==> src/rtl/free_list_mw.sv <==
// rtl/free_list_mw.sv - multi-width physical register free list with checkpointed head recovery
module free_list_mw #(
    parameter int PREG_WIDTH   = 7,
    parameter int NUM_AREGS    = 32,
    parameter int ALLOC_WIDTH  = 2,
    parameter int COMMIT_WIDTH = 2,
    parameter int CKPT_WIDTH   = 4
) (
    input  logic                                clk,
    input  logic                                reset,
    input  logic [ALLOC_WIDTH-1:0]              alloc_req,
    output logic                                alloc_gnt,
    output logic [ALLOC_WIDTH*PREG_WIDTH-1:0]   alloc_preg,
    output logic [PREG_WIDTH:0]                 free_count,
    input  logic [COMMIT_WIDTH-1:0]             commit_en,
    input  logic [COMMIT_WIDTH*PREG_WIDTH-1:0]  commit_old_preg,
    input  logic                                ckpt_save,
    input  logic [CKPT_WIDTH-1:0]               ckpt_tag,
    input  logic                                restore,
    input  logic [CKPT_WIDTH-1:0]               restore_tag,
    input  logic                                flush,
    output logic                                overflow_err
);

    localparam int NUM_PREGS = 1 << PREG_WIDTH;
    localparam int FREE_N    = NUM_PREGS - NUM_AREGS;
    localparam int NUM_CKPT  = 1 << CKPT_WIDTH;

    typedef logic [PREG_WIDTH:0] ptr_t;

    localparam ptr_t FREE_N_P = ptr_t'(FREE_N);

    logic [PREG_WIDTH-1:0] queue [NUM_PREGS];
    ptr_t                  snap  [NUM_CKPT];
    ptr_t                  head;
    ptr_t                  tail;

    ptr_t                  n_req;
    ptr_t                  n_free;
    ptr_t                  head_alloc;
    ptr_t                  head_next;
    ptr_t                  tail_next;
    logic [COMMIT_WIDTH-1:0] free_vld;
    logic [PREG_WIDTH-1:0] free_idx [COMMIT_WIDTH];

    assign free_count = tail - head;

    always_comb begin
        n_req = '0;
        for (int k = 0; k < ALLOC_WIDTH; k++) begin
            n_req = n_req + ptr_t'(alloc_req[k]);
            alloc_preg[k*PREG_WIDTH +: PREG_WIDTH] = queue[PREG_WIDTH'(head + ptr_t'(k))];
        end
    end

    assign alloc_gnt  = (n_req != '0) && (free_count >= n_req) && !flush && !restore;
    assign head_alloc = alloc_gnt ? head + n_req : head;

    // P0 is never returned to the pool; valid lanes pack densely from the tail.
    always_comb begin
        n_free = '0;
        for (int k = 0; k < COMMIT_WIDTH; k++) begin
            free_vld[k] = commit_en[k] && (commit_old_preg[k*PREG_WIDTH +: PREG_WIDTH] != '0);
            free_idx[k] = PREG_WIDTH'(tail + n_free);
            if (free_vld[k]) begin
                n_free = n_free + ptr_t'(1);
            end
        end
    end

    assign tail_next = tail + n_free;

    always_comb begin
        if (flush) begin
            head_next = tail_next - FREE_N_P;
        end else if (restore) begin
            head_next = snap[restore_tag];
        end else begin
            head_next = head_alloc;
        end
    end

    always_ff @(posedge clk or posedge reset) begin
        if (reset) begin
            for (int i = 0; i < NUM_PREGS; i++) begin
                queue[i] <= (i < FREE_N) ? PREG_WIDTH'(i + NUM_AREGS) : '0;
            end
            for (int i = 0; i < NUM_CKPT; i++) begin
                snap[i] <= '0;
            end
            head         <= '0;
            tail         <= FREE_N_P;
            overflow_err <= 1'b0;
        end else begin
            for (int k = 0; k < COMMIT_WIDTH; k++) begin
                if (free_vld[k]) begin
                    queue[free_idx[k]] <= commit_old_preg[k*PREG_WIDTH +: PREG_WIDTH];
                end
            end
            if (ckpt_save && !restore && !flush) begin
                snap[ckpt_tag] <= head_alloc;
            end
            head <= head_next;
            tail <= tail_next;
            if ((tail_next - head_next) > FREE_N_P) begin
                overflow_err <= 1'b1;
            end
        end
    end

endmodule
==> config.mk <==
export PLATFORM = sky130hd
export DESIGN_NAME = free_list_mw
export DESIGN_NICKNAME = d
export VERILOG_FILES = /design/src/rtl/free_list_mw.sv
export SDC_FILE = /design/constraint.sdc
export NUM_CORES = 2
export LEC_CHECK = 0
export CAP_MARGIN = 40
export CORE_MARGIN = 2
export CORE_UTILIZATION = 56
export DETAILED_ROUTE_END_ITERATION = 12
export GPL_ROUTABILITY_DRIVEN = 1
export PLACE_DENSITY = 0.78
export SKIP_CTS_REPAIR_TIMING = 1
export SLEW_MARGIN = 20
export SYNTH_ARGS = -nofsm -noshare
export SYNTH_HDL_FRONTEND = slang
export SYNTH_SLANG_ARGS = --single-unit
==> constraint.sdc <==
create_clock -name clk -period 39.6 [get_ports clk]
set_input_delay 3.96 -clock clk [delete_from_list [all_inputs] [get_ports clk]]
set_output_delay 3.96 -clock clk [all_outputs]
set_load 0.05 [all_outputs]
Yosys cells after proc, flatten, opt, wreduce, memory -nomap -nowiden --
Index checks and enable logic that the tools add are counted.
Storage, ports and cells: register bits after elaboration 1041, bits in latches 0, RAM bits 0, bits in read-only memories 0, output and inout port bits 24, word-level logic and storage cells 213, memories 0
Operators by class: add/subtract/negate cells 9, $mul 0, div/mod/pow operators 0, magnitude comparators 11, equal/unequal tests 0, shifts and indexed selects 0, multiplexer cells 25, bitwise logic cells 6, reductions and logical operators 15
Operators with widths (number):
- bitwise mux 896 bit | 2
- 2-to-1 mux 896 bit | 2
- bitwise mux 128 bit | 1
- binary-select mux 7 bit (select 7 bit) | 2
- demux 7 bit (select 7 bit) | 2
- 2-to-1 mux 8 bit | 7
- 2-to-1 mux 7 bit | 6
- binary-select mux 8 bit (select 4 bit) | 1
- demux 8 bit (select 4 bit) | 1
- greater-or-equal comparator 8 bit, second input constant | 4
- inverter 7 -> 8 bit | 4
- < comparator 8 x 1 -> 1 bit, second input constant | 2
- subtractor 8 bit | 2
- nonzero test 7 bit | 2
- greater-or-equal comparator 5 bit, second input constant | 2
- logical AND 1 bit | 10
- inverter 4 -> 5 bit | 2
- adder 8 x 1 -> 8 bit, second input constant | 1
- adder 8 x 2 -> 8 bit | 1
- adder 8 bit | 1
- greater-or-equal comparator 8 x 2 -> 1 bit | 1
- greater-than comparator 8 x 7 -> 1 bit, second input constant | 1
- nonzero test 8 bit | 1
- subtractor 8 x 7 -> 8 bit, second input constant | 1
- other kinds (6) | 7

Depth between registers and ports, before layout --
depth after elaboration 11, gate-level depth with buffers 28, mapped depth without buffers 26

Least setup slack after synthesis --
Ideal clock, no wire load.
path kind input to output, from in alloc_req[0], to out alloc_gnt, data arrival time 5758 ps, data required time 35640 ps, setup slack 29882 ps, cell stages on the path 9, buffers on the path 1, path through inv_1 ha_1 ha_1 nand2b_1 a211o_1 nor3_4 and3_1 buf_6 nor3_4
On the way: word-level cells in the longest chain between the ends 5
Ends and longest elaborated chain:
- start: declaration | RTL line 11 | input logic [ALLOC_WIDTH-1:0] alloc_req,
- adder 1 x 1 -> 2 bit (*) | RTL line 51 | n_req = n_req + ptr_t'(alloc_req[k]);
- greater-or-equal comparator 8 x 2 -> 1 bit / nonzero test 8 bit (equally long branches) | RTL line 56 | assign alloc_gnt = (n_req != '0) && (free_count >= n_req) && !flush && !restore;
- logical AND 1 bit (*) (3 in a row) | RTL line 56
- end: declaration | RTL line 12 | output logic alloc_gnt,
Every way passes the cells marked *; elsewhere a longest branch is shown, timed or not.

Final worst setup path --
Same ends and word-level chain as after synthesis.

==> run metrics <==
status=complete, no violations; CP Class=in2out; Synth cell types=74; first-pass GRT wire length=316000 microns; Layout Nets=5739; Final TNS setup=0 ns; Max Root-Sink Buffers=3; Area growth syn-to-layout=10.5%; Iter 0 DRT Violations=8019; Hold Crit Class=reg2reg; port bufs=54; total wire length=209000 microns; Total GRT Usage=35.4%; initial antenna violation count=21; layout cells sized above 1=25.5%; H-tree levels=3; drt pass-1 iters=9; number of synthesized flops with an enable pin=0; share of the synthesized area in the top cell type=26.1%; die area=118000 sq um; DRC viols=0; CTS Sinks=1041; RSZ-0062 raised after global routing=no; Mean Syn Cell Area=11.1 sq um; period utilization=27.8%; number of buffers created by CTS=108; sequential area share after synthesis=41.2%; Slew Viols, Final=0; Initial Utilization=56.3%; Static Leak=29.3 nW; Die Y=343 microns; # Max-Cap Violations=0; Mapped Area=64300 sq um; CP Capture Type=output port; Crit Reg-Reg Endpoint=overflow_err; Power Density=77.6 nW/um^2; Vias=51366; dominant cells by area after synthesis=dfrtp_1 (26%), mux4_2 (22%), dfstp_2 (15%), mux2i_1 (14%), a21oi_1 (5.3%); Post-synth ARST share=100%; Final Skew=0.0291 ns; Hold EP=snap[71]; post-synthesis register bit count=1041; crit start category=primary input; Max-slew headroom=23.7%; CORE AREA=114000 sq um; Critical Path Fanout Max=7; hpwl dp=137000 microns; Worst-Margin Slew=1.14 ns; site row count=124; min Tclk post-route=11.02 ns; CP Data Arrival Time=7.06 ns; largest net degree at the start of global routing=186; Syn Inst Count=5814; HP Start=snap[71]; final setup fails=0; VDD IR max=0.0000845 V; Ports=55; GP Congestion=0.981; Reg-to-Reg Start=head[2]; CTS tree=done; die width=343 microns; area of the multi-input gates=35800 sq um; GR Overflow Total=0; f_max=0.0908 GHz; Most used DFF post-synth=dfrtp_1; Clk Tree Root Cell=clkbuf_16; final hold violation count=0; reg-to-reg setup timing slack=32.53 ns; DR WL/cell=28.6 microns; Reg2Reg Depth=23; Final ANT Viol Nets=0; area leader, netlist=dfrtp_1; Worst-path clk slew=0.06 ns; synthesized netlist net count=5874; final core occ=62.2%; routed vias/inst=7.04; fill count=8437; yosys warns=0; vias in the first global route=49925; Hold Path Depth=2; sequential cell area=26500 sq um; Crit path required time=35.64 ns; Clock Latency Late Sink=0.73 ns
## kinds of logic after synthesis
family          after synthesis  synth area share (%)
buf+inv                     558                  3.31
xor+xnor                     34                 0.475
compound gates             1098                  8.93
fa+ha+maj                    29                 0.611
simple gates               1516                  9.32
flops                      1041                  41.2
mux                        1538                  36.1
## cell usage after synthesis, drive strengths merged, types with 13 or more instances
library cell and n:
xnor2 23, nor2b 13, mux4 626, nand3 23
inv 29, o22ai 22, a21oi 686, nor3 18
nor2 850, buf 104, dfrtp 671, clkbuf 424
mux2i 901, o21ai 343, ha 25, nand2 552
dfstp 370
## routing by layer
metal	up-vias	track usage, %	wire length (microns)
li1	21027	-	-
met1	25426	45.6	72900
met2	3976	52.2	92300
met5	-	0.401	249
met3	909	12.4	29000
met4	28	20.4	14100
## placed cells by master, fill, tap and decap left out, drive strengths merged, types with 4 or more instances in the layout
cell type,netlist,routed
clkdlybuf4s50,0,39
o21ai,343,343
fa,4,4
nor4,4,4
mux2,11,11
clkbuf,424,158
inv,29,33
nand4,5,5
mux4,626,626
nand2,552,552
nor3,18,18
buf,104,244
xor2,11,11
a21o,5,5
o22ai,22,22
bufinv,0,14
a21oi,686,686
ha,25,25
dfrtp,671,671
diode,0,6
nand3b,5,5
clkinv,1,28
nor3b,11,11
dfstp,370,370
a211o,4,4
nand3,23,23
nor2b,13,13
xnor2,23,23
and2,5,5
and3,10,10
mux2i,901,901
nor2,850,850
nand2b,10,10
## state kept, by name, summed over array words and instances (netlist names)
| signal | cells |
|---|---|
| head | 8 |
| overflow_err | 1 |
| queue | 896 |
| tail | 8 |
| snap | 128 |
## final cells by class
| type | instances | share of cell area, % |
|---|---|---|
| Multi-Input combinational cell | 4215 | 50.3 |
| Sequential cell | 1041 | 37.3 |
| Clock buffer | 158 | 4.39 |
| Timing Repair Buffer | 283 | 4.11 |
| Tap cell | 1512 | 2.66 |
| Clock inverter | 48 | 0.974 |
| Inverter | 30 | 0.173 |
| Antenna cell | 6 | 0.0211 |
## worst max-delay path by stage
stage / start / to
4_1_cts: alloc_req[1] / alloc_gnt
2_1_floorplan: reset / head[0]
6_report: alloc_req[0] / alloc_gnt
5_1_grt: alloc_req[0] / alloc_gnt
3_5_place_dp: alloc_req[0] / alloc_gnt
3_3_place_gp: alloc_req[0] / alloc_gnt
## per-stage QoR
stage	hold slack [ns]	power [mW]	cells	setup WS (ns)	instance area [sq um]
final	0.481	5.51	7293	28.58	71100
after global routing	0.504	5.68	7287	28.45	71000
after CTS	0.479	5.38	7236	28.60	70400
after detailed placement	0.466	4.28	7030	28.60	66600
after global placement	0.457	4.15	6934	28.59	65500
after floorplan	0.445	3.47	5814	6.95	64300
## where the power goes
group	internal (mW)	leakage [nW]	total, mW	switching (mW)
Clock	0.641	1.87	1.11	0.465
Sequential	1.51	12.8	1.83	0.322
Combinational	1.15	14.7	2.58	1.42
## worst max-delay path: stages
cell	delay, ns
clkdlybuf4s50_1	0.49
inv_1	0.06
ha_1	0.31
ha_1	0.27
nand2b_1	0.15
a211o_1	0.34
nor3_4	0.26
and3_1	0.39
nor3_4	0.11
clkdlybuf4s50_1	0.71
No activity file was read; power rests on OpenSTA's default activity.
